`src/rtl/axis2tap_pkg.sv`:
```
// Shared types and helpers for the AXIS TX framer and the RX-side checker.
package axis2tap_pkg;

    typedef enum logic [1:0] {
        IDLE = 2'd0,
        PRE  = 2'd1,
        DATA = 2'd2,
        IFG  = 2'd3
    } tx_framer_state_t;

    localparam logic [63:0] PREAMBLE_WORD = 64'h5555555555555555;
    localparam logic [63:0] SFD_WORD      = 64'hD555555555555555;

    // Wide enough for ceil(255/8) = 32 idle cycles.
    localparam int GAP_W = 6;

    function automatic logic [3:0] popcount8(input logic [7:0] v);
        logic [3:0] c;
        c = 4'd0;
        for (int i = 0; i < 8; i++) begin
            c = c + {3'd0, v[i]};
        end
        return c;
    endfunction

endpackage

```
`src/rtl/axis_tx_ifg_calc.sv`:
```
// Maps the tkeep of a final beat to the number of idle cycles needed so that
// at least N_IFG idle bytes separate the last data byte from the next preamble.
module axis_tx_ifg_calc
    import axis2tap_pkg::*;
#(
    parameter int N_IFG = 12
) (
    input  logic [7:0]       tkeep_i,
    output logic [GAP_W-1:0] gap_o
);

    localparam logic [8:0] IFG_BYTES = 9'(N_IFG);

    logic [3:0] idle_bytes;
    logic [8:0] residual;

    // Empty lanes of the last beat already count toward the gap.
    always_comb begin
        idle_bytes = 4'd8 - popcount8(tkeep_i);
        if (IFG_BYTES > {5'd0, idle_bytes}) begin
            residual = IFG_BYTES - {5'd0, idle_bytes};
        end else begin
            residual = 9'd0;
        end
        gap_o = GAP_W'((residual + 9'd7) >> 3);
    end

endmodule

```
`src/rtl/axis_tx_framer.sv`:
```
// 64-bit AXIS TX framer: prepends preamble/SFD beats and enforces the IFG.
// Packet/byte/error counters exist only when TX_STATS_EN is defined.
module axis_tx_framer
    import axis2tap_pkg::*;
#(
    parameter int N_PREAMBLE = 8,
    parameter int N_IFG      = 12
) (
    input  logic        clk,
    input  logic        rst,
    input  logic        s_axis_tvalid,
    output logic        s_axis_tready,
    input  logic [63:0] s_axis_tdata,
    input  logic [7:0]  s_axis_tkeep,
    input  logic        s_axis_tlast,
    input  logic        s_axis_tuser,
    output logic        m_axis_tvalid,
    input  logic        m_axis_tready,
    output logic [63:0] m_axis_tdata,
    output logic [7:0]  m_axis_tkeep,
    output logic        m_axis_tlast,
    output logic        m_axis_tuser,
    output logic [31:0] tx_pkt_count,
    output logic [47:0] tx_byte_count,
    output logic [15:0] tx_err_count
);

    localparam int PRE_BEATS = N_PREAMBLE / 8;
    localparam int BEAT_W    = (PRE_BEATS > 1) ? $clog2(PRE_BEATS) : 1;
    localparam logic [BEAT_W-1:0] LAST_BEAT = BEAT_W'(PRE_BEATS - 1);

    tx_framer_state_t  state_q, state_d;
    logic [BEAT_W-1:0] beat_q, beat_d;
    logic [GAP_W-1:0]  ifg_q, ifg_d;
    logic [GAP_W-1:0]  gap;
    logic              s_xfer;
    logic              last_xfer;
    logic              pre_last;

    axis_tx_ifg_calc #(
        .N_IFG (N_IFG)
    ) u_ifg_calc (
        .tkeep_i (s_axis_tkeep),
        .gap_o   (gap)
    );

    assign s_xfer    = (state_q == DATA) && s_axis_tvalid && m_axis_tready;
    assign last_xfer = s_xfer && s_axis_tlast;
    assign pre_last  = (beat_q == LAST_BEAT);

    always_ff @(posedge clk or posedge rst) begin
        if (rst) begin
            state_q <= IDLE;
            beat_q  <= '0;
            ifg_q   <= '0;
        end else begin
            state_q <= state_d;
            beat_q  <= beat_d;
            ifg_q   <= ifg_d;
        end
    end

    always_comb begin
        state_d = state_q;
        beat_d  = beat_q;
        ifg_d   = ifg_q;
        case (state_q)
            IDLE: begin
                if (s_axis_tvalid) begin
                    state_d = PRE;
                    beat_d  = '0;
                end
            end
            PRE: begin
                if (m_axis_tready) begin
                    if (pre_last) begin
                        state_d = DATA;
                    end else begin
                        beat_d = beat_q + 1'b1;
                    end
                end
            end
            DATA: begin
                if (last_xfer) begin
                    if (gap == '0) begin
                        state_d = IDLE;
                    end else begin
                        state_d = IFG;
                        ifg_d   = gap;
                    end
                end
            end
            IFG: begin
                if (ifg_q <= GAP_W'(1)) begin
                    state_d = IDLE;
                end else begin
                    ifg_d = ifg_q - 1'b1;
                end
            end
            default: state_d = IDLE;
        endcase
    end

    // DATA is a pure combinational pass-through so upstream stalls add no bubbles.
    always_comb begin
        s_axis_tready = 1'b0;
        m_axis_tvalid = 1'b0;
        m_axis_tdata  = '0;
        m_axis_tkeep  = '0;
        m_axis_tlast  = 1'b0;
        m_axis_tuser  = 1'b0;
        case (state_q)
            PRE: begin
                m_axis_tvalid = 1'b1;
                m_axis_tkeep  = 8'hFF;
                m_axis_tdata  = pre_last ? SFD_WORD : PREAMBLE_WORD;
            end
            DATA: begin
                s_axis_tready = m_axis_tready;
                m_axis_tvalid = s_axis_tvalid;
                m_axis_tdata  = s_axis_tdata;
                m_axis_tkeep  = s_axis_tkeep;
                m_axis_tlast  = s_axis_tlast;
                m_axis_tuser  = s_axis_tuser;
            end
            default: ;
        endcase
    end

`ifdef TX_STATS_EN
    logic [31:0] pkt_cnt_q, pkt_cnt_d;
    logic [47:0] byte_cnt_q, byte_cnt_d;
    logic [15:0] err_cnt_q, err_cnt_d;

    always_comb begin
        pkt_cnt_d  = pkt_cnt_q;
        byte_cnt_d = byte_cnt_q;
        err_cnt_d  = err_cnt_q;
        if (s_xfer) begin
            byte_cnt_d = byte_cnt_q + {44'd0, popcount8(s_axis_tkeep)};
        end
        if (last_xfer) begin
            pkt_cnt_d = pkt_cnt_q + 32'd1;
            err_cnt_d = err_cnt_q + {15'd0, s_axis_tuser};
        end
    end

    always_ff @(posedge clk or posedge rst) begin
        if (rst) begin
            pkt_cnt_q  <= '0;
            byte_cnt_q <= '0;
            err_cnt_q  <= '0;
        end else begin
            pkt_cnt_q  <= pkt_cnt_d;
            byte_cnt_q <= byte_cnt_d;
            err_cnt_q  <= err_cnt_d;
        end
    end

    assign tx_pkt_count  = pkt_cnt_q;
    assign tx_byte_count = byte_cnt_q;
    assign tx_err_count  = err_cnt_q;
`else
    assign tx_pkt_count  = '0;
    assign tx_byte_count = '0;
    assign tx_err_count  = '0;
`endif

endmodule

```
`config.mk`:
```
export PLATFORM = sky130hd
export DESIGN_NAME = axis_tx_framer
export DESIGN_NICKNAME = d
export VERILOG_FILES = /design/src/rtl/axis2tap_pkg.sv /design/src/rtl/axis_tx_ifg_calc.sv /design/src/rtl/axis_tx_framer.sv
export SDC_FILE = /design/constraint.sdc
export NUM_CORES = 1
export LEC_CHECK = 0
export BUFFER_PORTS_ARGS = -buffer_cell sky130_fd_sc_hd__buf_2
export CORE_AREA = 2 2 97 99
export CTS_BUF_LIST = sky130_fd_sc_hd__clkbuf_16
export CTS_CLUSTER_SIZE = 20
export DETAILED_ROUTE_END_ITERATION = 10
export DIE_AREA = 0 0 99 101
export GPL_TIMING_DRIVEN = 0
export PLACE_DENSITY = 0.67
export SETUP_SLACK_MARGIN = 0.02
export SLEW_MARGIN = 10
export SYNTH_ARGS = -nofsm -noshare
export SYNTH_HDL_FRONTEND = slang
export SYNTH_SLANG_ARGS = --single-unit
```
`constraint.sdc`:
```
create_clock -name clk -period 3.2 [get_ports clk]
set_clock_uncertainty 0.1 [all_clocks]
set_input_delay 0.32 -clock clk [delete_from_list [all_inputs] [get_ports clk]]
set_output_delay 0.32 -clock clk [all_outputs]
set_load 0.1 [all_outputs]
```
==> impl_metrics.csv <==
group,metric,value,unit
critical_path,r2r_start,"ifg_q[3]$_DFFE_PP0P_",
sta,finalHoldViolations,0,
critical_path,r2r_setup_slack,1.14,ns
synth,synth.avg_cell_area,7.19,sq um
sta,setup_violations,8,
sta,fmax,286,MHz
die,fp.dieH,101,um
synth,netlist_area,2400,sq um
critical_path,slowest_delay,0.56,ns
synth,yosysMostFrequentCell,"buf_4",
synth,ys_warn_count,0,
critical_path,crit_path_start_kind,"input pin",
cells_and_area,final_net_count,693,
die,start_util,26.7,%
critical_path,cp.arrival,3.52,ns
synth,synthCells,334,
critical_path,cp-end-kind,"register",
run_status,violations,"negative setup slack",
synth,synth_flop_cell,"dfrtp_1",
place,post-dp-hpwl,6810,um
clock_network,cts.sinks,8,
global_routing,overflow,0,
sta,finalCritPeriodShare,109,%
sta,final.min_clock_period,3.50,ns
synth,synthTopCellsByArea,"buf_4 (30%), nor2b_1 (12%), a21oi_1 (9.6%)",
worst_hold_path,min_to,"ifg_q[1]$_DFFE_PP0P_",
synth,synth-edff-count,0,
drt,via_count,2673,
clock_network,root_buffer,"clkbuf_16",
sta,slew_viol_final,0,
die,die_x,99,um
global_routing,grt_max_degree,11,
clock_network,tritoncts,"built",
cells_and_area,final_core_util,43.2,%
drt,antenna_left,0,
critical_path,crit_chain,"buf_8, fa_2, inv_2, ha_4, fa_1, inv_1, fa_2, inv_2, fa_1, inv_1, ha_2, nand2b_1, a21bo_2, o31a_1, a31o_1",
synth,seq_area_frac_synth,8.34,%
worst_hold_path,min_from,"ifg_q[1]$_DFFE_PP0P_",
clock_network,path_clk_slew,0.04,ns
drt,firstDrtPassIters,4,
worst_hold_path,hp-class,"register to register",
cells_and_area,multi_input_area,1740,sq um
worst_hold_path,hold_depth,1,
die,fp.dieArea,10000,sq um
place,port_buffers,153,
critical_path,critPathMaxFanout,2,
cells_and_area,final_cells,703,
place,routabilityCongestion,0.807,
cells_and_area,seqCellArea,200,sq um
die,core,8980,sq um
synth,yosys_register_bits,8,
global_routing,grt_pass1_vias,2435,
synth,yosys-top-cells-count,"buf_4 (96), nor2b_1 (47), a21oi_1 (46)",
cells_and_area,drive_above_1_share,46.6,%
global_routing,grt_pass1_wl,11100,um
synth,synth_area_leader_cell,"buf_4",
critical_path,critPathKind,"input pin to register",
run_status,outcome,"finished with violations",
clock_network,cts_max_level,1,
run,drv_cap,0,
cells_and_area,diodes,0,
cells_and_area,area_delta_synth_final,61.5,%
sta,tightestPinTransition,0.514,ns
drt,drt_wl_total,7740,um
global_routing,antenna_found_initial,0,
critical_path,rr_worst_depth,4,
die,io_pins,250,
synth,synth_top_area_share,30.0,%
synth,yosys.cell_types.count,36,
drt,viasPerCell,3.80,
sta,rsz0062_at_grt,"true",
global_routing,grt.total_usage,13.6,%
synth,async_reset_ff_share,100,%
cells_and_area,n_fill_cell,943,
clock_network,cts-buffers-inserted,3,
critical_path,r2r_end,"state_q[0]$_DFFE_PP0P_",
clock_network,clock_latency,0.23,ns
sta,setup_ws,-0.300,ns
critical_path,crit_required,3.22,ns
die,fp-row-count,35,
drt,drc_errors,0,
drt,drtIter0Drc,27,
critical_path,cp.buffers_inverters,5,
critical_path,path_delay_family,"adder cells",
critical_path,crit_slowest_cell,"fa_2",
place,place_inst,693,
sta,slew-limit-headroom,65.9,%
clock_network,clockBufferDepth,2,
drt,wl_per_cell,11.0,um
sequential cells by signal (all words and copies together), names as in the netlist:
signal and cells:
ifg_q 6, state_q 2
cells by family after synthesis:
family / Yosys count / synth area share (%)
XOR/XNOR: 1 / 0.365
adder cells (fa/ha/maj): 21 / 12.2
AO/OA/AOI/OAI: 62 / 15.4
buffers and inverters: 136 / 36.3
flip-flops: 8 / 8.34
other: 1 / 0.156
multiplexers: 2 / 0.886
AND/OR/NAND/NOR: 103 / 26.3
cell usage in the layout, fill, tap and decap left out, drive strengths merged, types with 2 or more instances in the layout:
cell type and n:
buf 256, conb 96, nor2b 47, a21oi 46
and2 34, inv 21, clkbuf 21, ha 17
dfrtp 8, nor2 6, nor3 4, o21ai 4
fa 4, nand2 3, nand2b 3, o22a 2
o31a 2
layout make-up:
cell class / instances / share of cell area (%)
plain buffers: 115 / 20.5
flip-flops and latches: 8 / 5.17
repair buffers: 160 / 22.0
inverters: 21 / 2.03
multi-input cells: 285 / 44.8
clock buffers: 3 / 1.94
well taps: 111 / 3.58
metrics by stage:
stage | worst slack [ns] | instance area (sq um) | hold WS (ns) | TNS [ns]
after CTS | -0.302 | 3870 | 0.437 | -1.73
after floorplan | -0.370 | 2770 | 0.0357 | -1.94
final | -0.300 | 3870 | 0.435 | -1.83
after global placement | -0.669 | 3680 | 0.180 | -4.06
after detailed placement | -0.714 | 3680 | 0.176 | -4.44
after global routing | -0.398 | 3870 | 0.465 | -2.76
layer usage:
layer  wire [um]  up-vias  global-route usage (%)
li1            -     1387                       -
met1        2750     1167                    14.0
met2        4350      115                    28.2
met3         600        4                    2.77
met4          33        0                    2.00
met5           0        -                       0
worst max path at each step:
stage	to	slack (ns)	cells after the start	start
finish	state_q[1]$_DFFE_PP0P_	-0.30	15	s_axis_tkeep[4]
detailed placement	ifg_q[0]$_DFFE_PP0P_	-0.71	15	s_axis_tkeep[4]
floorplan	ifg_q[0]$_DFFE_PP0P_	-0.37	14	s_axis_tkeep[4]
global placement	ifg_q[1]$_DFFE_PP0P_	-0.67	15	s_axis_tkeep[4]
CTS	state_q[1]$_DFFE_PP0P_	-0.30	15	s_axis_tkeep[4]
global route	ifg_q[3]$_DFFE_PP0P_	-0.40	15	s_axis_tkeep[4]
timing repair:
item	4_1_cts	5_1_grt
setup endpoints to repair	35	29
gates resized for setup	19	0
hold endpoints to repair	8	0
pin swaps	6	2
hold buffers	1	0
setup buffers	6	0
Power is left out: the tool's default activity adds up to more than one toggle a clock period on the data nets, which glitch-free logic cannot reach.
